$ cat src/rtl/dcsk_soft_demod.sv
// Soft-decision DCSK demodulator.
// Each information bit is a reference burst of beta chips followed by a data burst of beta chips.
// The reference burst is buffered. The data burst is correlated against it, and the sign of the
// correlation gives one bit. Bits are packed LSB-first into WORDLEN-bit words.
//
// Ports:
//   Clk               rising-edge system clock
//   Rst               asynchronous active-high reset
//   In_Sample         chip sample; two's complement, or 1/0 = +1/-1 when SAMPLE_W == 1
//   In_Valid          In_Sample is valid; a low cycle mid-bit aborts the current word
//   Spread_Factor_Sel beta = 2^(sel+1), clamped to MAX_BETA, sampled at reference chip 0
//   Out_Data          last completed word, bit 0 = first received bit
//   Out_Valid         one-cycle pulse when Out_Data updates
//   Bit_Corr          signed correlation of the last completed bit
//   Bit_Valid         one-cycle pulse per completed bit
module dcsk_soft_demod #(
  parameter int unsigned SAMPLE_W = 4,
  parameter int unsigned MAX_BETA = 16,
  parameter int unsigned WORDLEN  = 32,
  parameter int unsigned SEL_W    = 2,
  localparam int unsigned ACC_W   = 2 * SAMPLE_W + $clog2(MAX_BETA)
) (
  input  logic                    Clk,
  input  logic                    Rst,
  input  logic [SAMPLE_W-1:0]     In_Sample,
  input  logic                    In_Valid,
  input  logic [SEL_W-1:0]        Spread_Factor_Sel,
  output logic [WORDLEN-1:0]      Out_Data,
  output logic                    Out_Valid,
  output logic signed [ACC_W-1:0] Bit_Corr,
  output logic                    Bit_Valid
);

  localparam int unsigned BetaLog = $clog2(MAX_BETA);
  localparam int unsigned IdxW    = (WORDLEN > 1) ? $clog2(WORDLEN) : 1;

  typedef enum logic [1:0] {StIdle, StRef, StData} state_e;

  state_e                  state_q, state_d;
  logic [BetaLog-1:0]      chip_q, chip_d;
  logic [BetaLog-1:0]      beta_last_q, beta_last_d;
  logic [BetaLog-1:0]      sel_last;
  logic [IdxW-1:0]         bit_idx_q, bit_idx_d;
  logic [WORDLEN-1:0]      word_q, word_d;
  logic [WORDLEN-1:0]      out_data_q, out_data_d;
  logic                    out_valid_q, out_valid_d;
  logic                    bit_valid_q, bit_valid_d;
  logic signed [ACC_W-1:0] acc_q, acc_d;
  logic signed [ACC_W-1:0] bit_corr_q, bit_corr_d;
  logic signed [ACC_W-1:0] prod, acc_sum;
  logic                    bit_val;

  logic [SAMPLE_W-1:0]     ref_mem [MAX_BETA];
  logic                    ref_we;
  logic [BetaLog-1:0]      ref_waddr;

  // Map a raw chip onto a signed accumulator-width value.
  function automatic logic signed [ACC_W-1:0] chip_value(input logic [SAMPLE_W-1:0] s);
    logic signed [SAMPLE_W-1:0] s_s;
    s_s = s;
    if (SAMPLE_W == 1) begin
      return s[0] ? ACC_W'(1) : '1;
    end
    return ACC_W'(s_s);
  endfunction

  // Index of the last chip of a burst for the requested beta; beta >= MAX_BETA clamps to all ones.
  always_comb begin
    if (int'(Spread_Factor_Sel) + 1 >= BetaLog) begin
      sel_last = '1;
    end else begin
      sel_last = BetaLog'((32'd2 << Spread_Factor_Sel) - 32'd1);
    end
  end

  // Products fit the accumulator width, so truncating the multiply to ACC_W loses nothing.
  assign prod    = chip_value(ref_mem[chip_q]) * chip_value(In_Sample);
  assign acc_sum = acc_q + prod;
  assign bit_val = !acc_sum[ACC_W-1] && (acc_sum != '0);

  always_comb begin
    state_d     = state_q;
    chip_d      = chip_q;
    beta_last_d = beta_last_q;
    bit_idx_d   = bit_idx_q;
    word_d      = word_q;
    acc_d       = acc_q;
    out_data_d  = out_data_q;
    out_valid_d = 1'b0;
    bit_corr_d  = bit_corr_q;
    bit_valid_d = 1'b0;
    ref_we      = 1'b0;
    ref_waddr   = chip_q;

    unique case (state_q)
      StIdle: begin
        if (In_Valid) begin
          ref_we      = 1'b1;
          ref_waddr   = '0;
          beta_last_d = sel_last;
          chip_d      = BetaLog'(1);
          state_d     = StRef;
        end
      end

      StRef: begin
        if (!In_Valid) begin
          state_d   = StIdle;
          chip_d    = '0;
          bit_idx_d = '0;
        end else begin
          ref_we = 1'b1;
          // Chip 0 here only follows a completed bit; it latches beta for the new bit.
          if (chip_q == '0) begin
            beta_last_d = sel_last;
          end
          if ((chip_q != '0) && (chip_q == beta_last_q)) begin
            state_d = StData;
            chip_d  = '0;
            acc_d   = '0;
          end else begin
            chip_d = chip_q + BetaLog'(1);
          end
        end
      end

      StData: begin
        if (!In_Valid) begin
          state_d   = StIdle;
          chip_d    = '0;
          bit_idx_d = '0;
        end else begin
          acc_d = acc_sum;
          if (chip_q == beta_last_q) begin
            bit_corr_d        = acc_sum;
            bit_valid_d       = 1'b1;
            word_d[bit_idx_q] = bit_val;
            chip_d            = '0;
            if (bit_idx_q == IdxW'(WORDLEN - 1)) begin
              out_data_d  = word_d;
              out_valid_d = 1'b1;
              bit_idx_d   = '0;
              state_d     = StIdle;
            end else begin
              bit_idx_d = bit_idx_q + IdxW'(1);
              state_d   = StRef;
            end
          end else begin
            chip_d = chip_q + BetaLog'(1);
          end
        end
      end

      default: begin
        state_d = StIdle;
      end
    endcase
  end

  always_ff @(posedge Clk or posedge Rst) begin
    if (Rst) begin
      state_q     <= StIdle;
      chip_q      <= '0;
      beta_last_q <= '1;
      bit_idx_q   <= '0;
      word_q      <= '0;
      acc_q       <= '0;
      out_data_q  <= '0;
      out_valid_q <= 1'b0;
      bit_corr_q  <= '0;
      bit_valid_q <= 1'b0;
    end else begin
      state_q     <= state_d;
      chip_q      <= chip_d;
      beta_last_q <= beta_last_d;
      bit_idx_q   <= bit_idx_d;
      word_q      <= word_d;
      acc_q       <= acc_d;
      out_data_q  <= out_data_d;
      out_valid_q <= out_valid_d;
      bit_corr_q  <= bit_corr_d;
      bit_valid_q <= bit_valid_d;
    end
  end

  // Reference buffer keeps its contents across reset; every bit rewrites it before use.
  always_ff @(posedge Clk) begin
    if (ref_we) begin
      ref_mem[ref_waddr] <= In_Sample;
    end
  end

  assign Out_Data  = out_data_q;
  assign Out_Valid = out_valid_q;
  assign Bit_Corr  = bit_corr_q;
  assign Bit_Valid = bit_valid_q;

endmodule

$ cat config.mk
export PLATFORM = sky130hd
export DESIGN_NAME = dcsk_soft_demod
export DESIGN_NICKNAME = d
export VERILOG_FILES = /design/src/rtl/dcsk_soft_demod.sv
export SDC_FILE = /design/constraint.sdc
export NUM_CORES = 1
export LEC_CHECK = 0
export BUFFER_PORTS_ARGS = -buffer_cell sky130_fd_sc_hd__buf_4
export CAP_MARGIN = 10
export CORE_ASPECT_RATIO = 0.7
export CORE_MARGIN = 2
export CORE_UTILIZATION = 56
export DETAILED_ROUTE_END_ITERATION = 8
export PLACE_DENSITY = 0.72
export SLEW_MARGIN = 20
export SYNTH_ARGS = -nofsm -noshare
export SYNTH_HDL_FRONTEND = slang
export SYNTH_SLANG_ARGS = --single-unit
$ cat constraint.sdc
create_clock -name Clk -period 9.6 [get_ports Clk]
set_clock_uncertainty 0.2 [all_clocks]
set_input_delay 0.96 -clock Clk [delete_from_list [all_inputs] [get_ports Clk]]
set_output_delay 0.96 -clock Clk [all_outputs]
set_load 0.005 [all_outputs]
==> results.toml <==
[setup_path]
cp_slowest_stage_delay_ps = 970
start_kind = "register"
end_kind = "register"
worstRegToRegCells = 18
cp_cell_sequence = "mux4_2 > mux2i_1 > mux2_4 > nor2b_1 > a21o_1 > ha_1 > inv_1 > fa_1 > fa_1 > inv_1 > ha_1 > a21o_1 > a31o_1 > or2_1 > o311ai_1 > a21oi_1 > nand3b_1 > o41ai_1"
slowest_stage = "dfrtp_1"
cp_data_arrival_time_ps = 7230
r2r_start = "chip_q[2]"
r2r_slack_ps = 2480
required_ps = 9710
timing.rr.end = "word_q[15]"
path_class = "register to register"
cp_max_fo = 25

[floorplan]
rows = 39
core_um2 = 16200
die_y_um = 111
die_area_um2 = 17400
die_x_um = 157
io_pins = 55
initial_core_util_pct = 56.6

[global_route]
grt_pass1_wl_mm = 33.1
overflow = 0
grt_max_degree = 84
gr-usage-all-layers_pct = 24.3
antenna_found_initial = 0
grt_pass1_vias = 6267

[logic_synthesis]
synth_edf_count = 64
synthesis.nets = 857
ys.flop_type = "dfrtp_1"
synth_seq_cells = 168
async_flop_share_pct = 61.9
syn_inst = 789
yosysTopAreaCellShare_pct = 27.7
syn_area_um2 = 9140
yosysWarnings = 0
synth_area_leader_cell = "dfrtp_1"
synth_cell_type_count = 55
synthTopCellsByArea = "dfrtp_1 28%, edfxtp_1 21%, o41ai_2 5.7%"
ys_seq_area_share_pct = 49.5
avgSynthCellArea_um2 = 11.6

[routing]
viasPerCell = 6.05
wirelength_mm = 19.9
via_count = 6390
ant_nets = 0
drt_iter0_drc = 545
wire_per_inst_um = 18.8
drtPass1Iterations = 5
route.detailed.drc = 0

[place]
hpwl_mm = 13.6
gp_congestion = 0.911
numPortBuffers = 54

[finish]
drive_above_1_share_pct = 18.6
area_delta_synth_final_pct = 11.7
nNetsFinal = 887
insertedDiodeCount = 0

[sta]
relSlewSlack_pct = 26.6
clock.fmax_mhz = 140
final.setup.tns_ps = 0
final_max_slew_viol_count = 0
finalSetupViolCount = 0
hold_viol = 0
period_needed_ps = 7120
worst_pin_slew_ps = 1100
fin_crit_sh_pct = 74.2
rsz0062_at_grt = "no"

[clocking]
clock_path_buffers = 2
clock_latency_ps = 440
post_cts_buffers = 0
path_clk_slew_ps = 70
clock-sinks = 168
cts-root-buf = "clkbuf_16"
cts-buffers-inserted = 17
ctsResizeCount = 0
tritoncts = "yes"
htreeDepth = 4
cts_hold_buf = 0

[run_status]
status = "finished clean"

[flow_run]
cap_violations = 0

[worst_hold_path]
min_path_type = "primary input to async pin"
[worst max-delay path: cells and delay by family (launching register included)]
family / cells / cell delay [ps]
multiplexers: 3 / 970
flip-flops: 1 / 970
adder cells (fa/ha/maj): 4 / 1890
AO/OA/AOI/OAI: 6 / 1650
buffers and inverters: 2 / 150
AND/OR/NAND/NOR: 3 / 1160
[layer usage]
| metal | track usage, % | vias to the layer above | routed length [um] |
|---|---|---|---|
| li1 | - | 2918 | - |
| met1 | 37.6 | 3215 | 9740 |
| met2 | 34.7 | 239 | 8580 |
| met3 | 5.43 | 18 | 1320 |
| met4 | 6.67 | 0 | 216 |
| met5 | 0 | - | 0 |
[kinds of logic (layout without fill, tap and decap cells)]
family | count (synthesis) | after routing | synth area share (%)
xor+xnor | 14 | 14 | 1.34
flops | 168 | 168 | 49.5
fa+ha+maj | 59 | 59 | 9.88
mux | 23 | 23 | 4.82
buf+inv | 109 | 152 | 5.33
compound gates | 194 | 194 | 16.8
simple gates | 222 | 222 | 12.3
[synthesized netlist by cell type, types with 2 or more instances]
cell	instances
ha_1	37
or3_1	4
clkbuf_1	28
mux2_2	4
xor2_1	2
a21o_1	4
nand2_1	77
and3_1	34
buf_1	2
a31oi_1	4
and2_1	10
o41ai_2	32
buf_4	2
nand3_1	25
a211oi_1	3
mux2i_1	2
nor3b_1	3
mux4_2	16
dfrtp_1	101
nand2b_1	9
xnor2_1	12
nor2_1	28
or4_1	2
nor2b_1	15
a21oi_1	41
fa_1	22
o41ai_1	7
o21ai_0	52
dfstp_2	3
a22o_1	13
edfxtp_1	64
buf_2	8
or2_2	2
nor3_1	5
inv_1	61
buf_6	8
nand3b_1	3
o31ai_1	27
[state kept, by name (all words and copies together), names as in the netlist]
register and flops:
Bit_Corr 12, Bit_Valid 1, Out_Data 32, Out_Valid 1, acc_q 12, beta_last_q 3, bit_idx_q 5, chip_q 4
ref_mem 64, state_q 2, word_q 32
[through the flow]
stage | setup WS [ps] | instances | util (%) | hold WS, ps | instance area (um2)
floorplan | 3850 | 789 | - | 256 | 9140
global placement | 2720 | 1025 | 59.6 | 260 | 9620
detailed placement | 2570 | 1025 | 59.6 | 266 | 9620
CTS | 2550 | 1057 | 63.2 | 264 | 10200
global route | 2000 | 1057 | 63.2 | 285 | 10200
finish | 2480 | 1057 | 63.2 | 266 | 10200
[layout by cell type (no fill, tap or decap), types with 3 or more instances in the layout]
cell | synthesis | layout
buf_4 | 2 | 58
a21oi_1 | 41 | 41
clkbuf_16 | 0 | 17
a31oi_1 | 4 | 4
o41ai_2 | 32 | 32
nor2b_1 | 15 | 15
and2_1 | 10 | 10
a21o_1 | 4 | 4
inv_1 | 61 | 60
nand2_1 | 77 | 76
dfrtp_1 | 101 | 101
mux4_2 | 16 | 16
a211oi_1 | 3 | 3
inv_6 | 0 | 5
or3_1 | 4 | 4
dfstp_2 | 3 | 3
xnor2_1 | 12 | 12
nand3b_1 | 3 | 3
edfxtp_1 | 64 | 64
nor2_1 | 28 | 28
nand3_1 | 25 | 25
nor3_1 | 5 | 5
mux2_2 | 4 | 4
a22o_1 | 13 | 13
o41ai_1 | 7 | 7
o31ai_1 | 27 | 27
and3_1 | 34 | 34
nand2b_1 | 9 | 8
inv_8 | 0 | 4
o21ai_0 | 52 | 51
ha_1 | 37 | 37
fa_1 | 22 | 22
[worst max-delay path by stage]
stage / slack, ps / end / depth (start not counted) / from
CTS: 2550 / word_q[15] / 18 / chip_q[2]
global route: 2000 / word_q[15] / 18 / chip_q[2]
floorplan: 3850 / Out_Data[10] / 19 / chip_q[0]
finish: 2480 / word_q[15] / 18 / chip_q[2]
detailed placement: 2570 / word_q[24] / 17 / chip_q[2]
global placement: 2720 / word_q[15] / 17 / chip_q[1]
[cell type report]
class                   count  area [um2]
flip-flops and latches    168        4530
inverters                  61         231
fillers                  1237        5950
repair buffers             59         447
clock inverters            14         154
well taps                 225         282
multi-input cells         512        4140
clock buffers              18         429
Power is not shown: default switching activity piles up to over one toggle a cycle in this logic, so the estimate is an artifact.
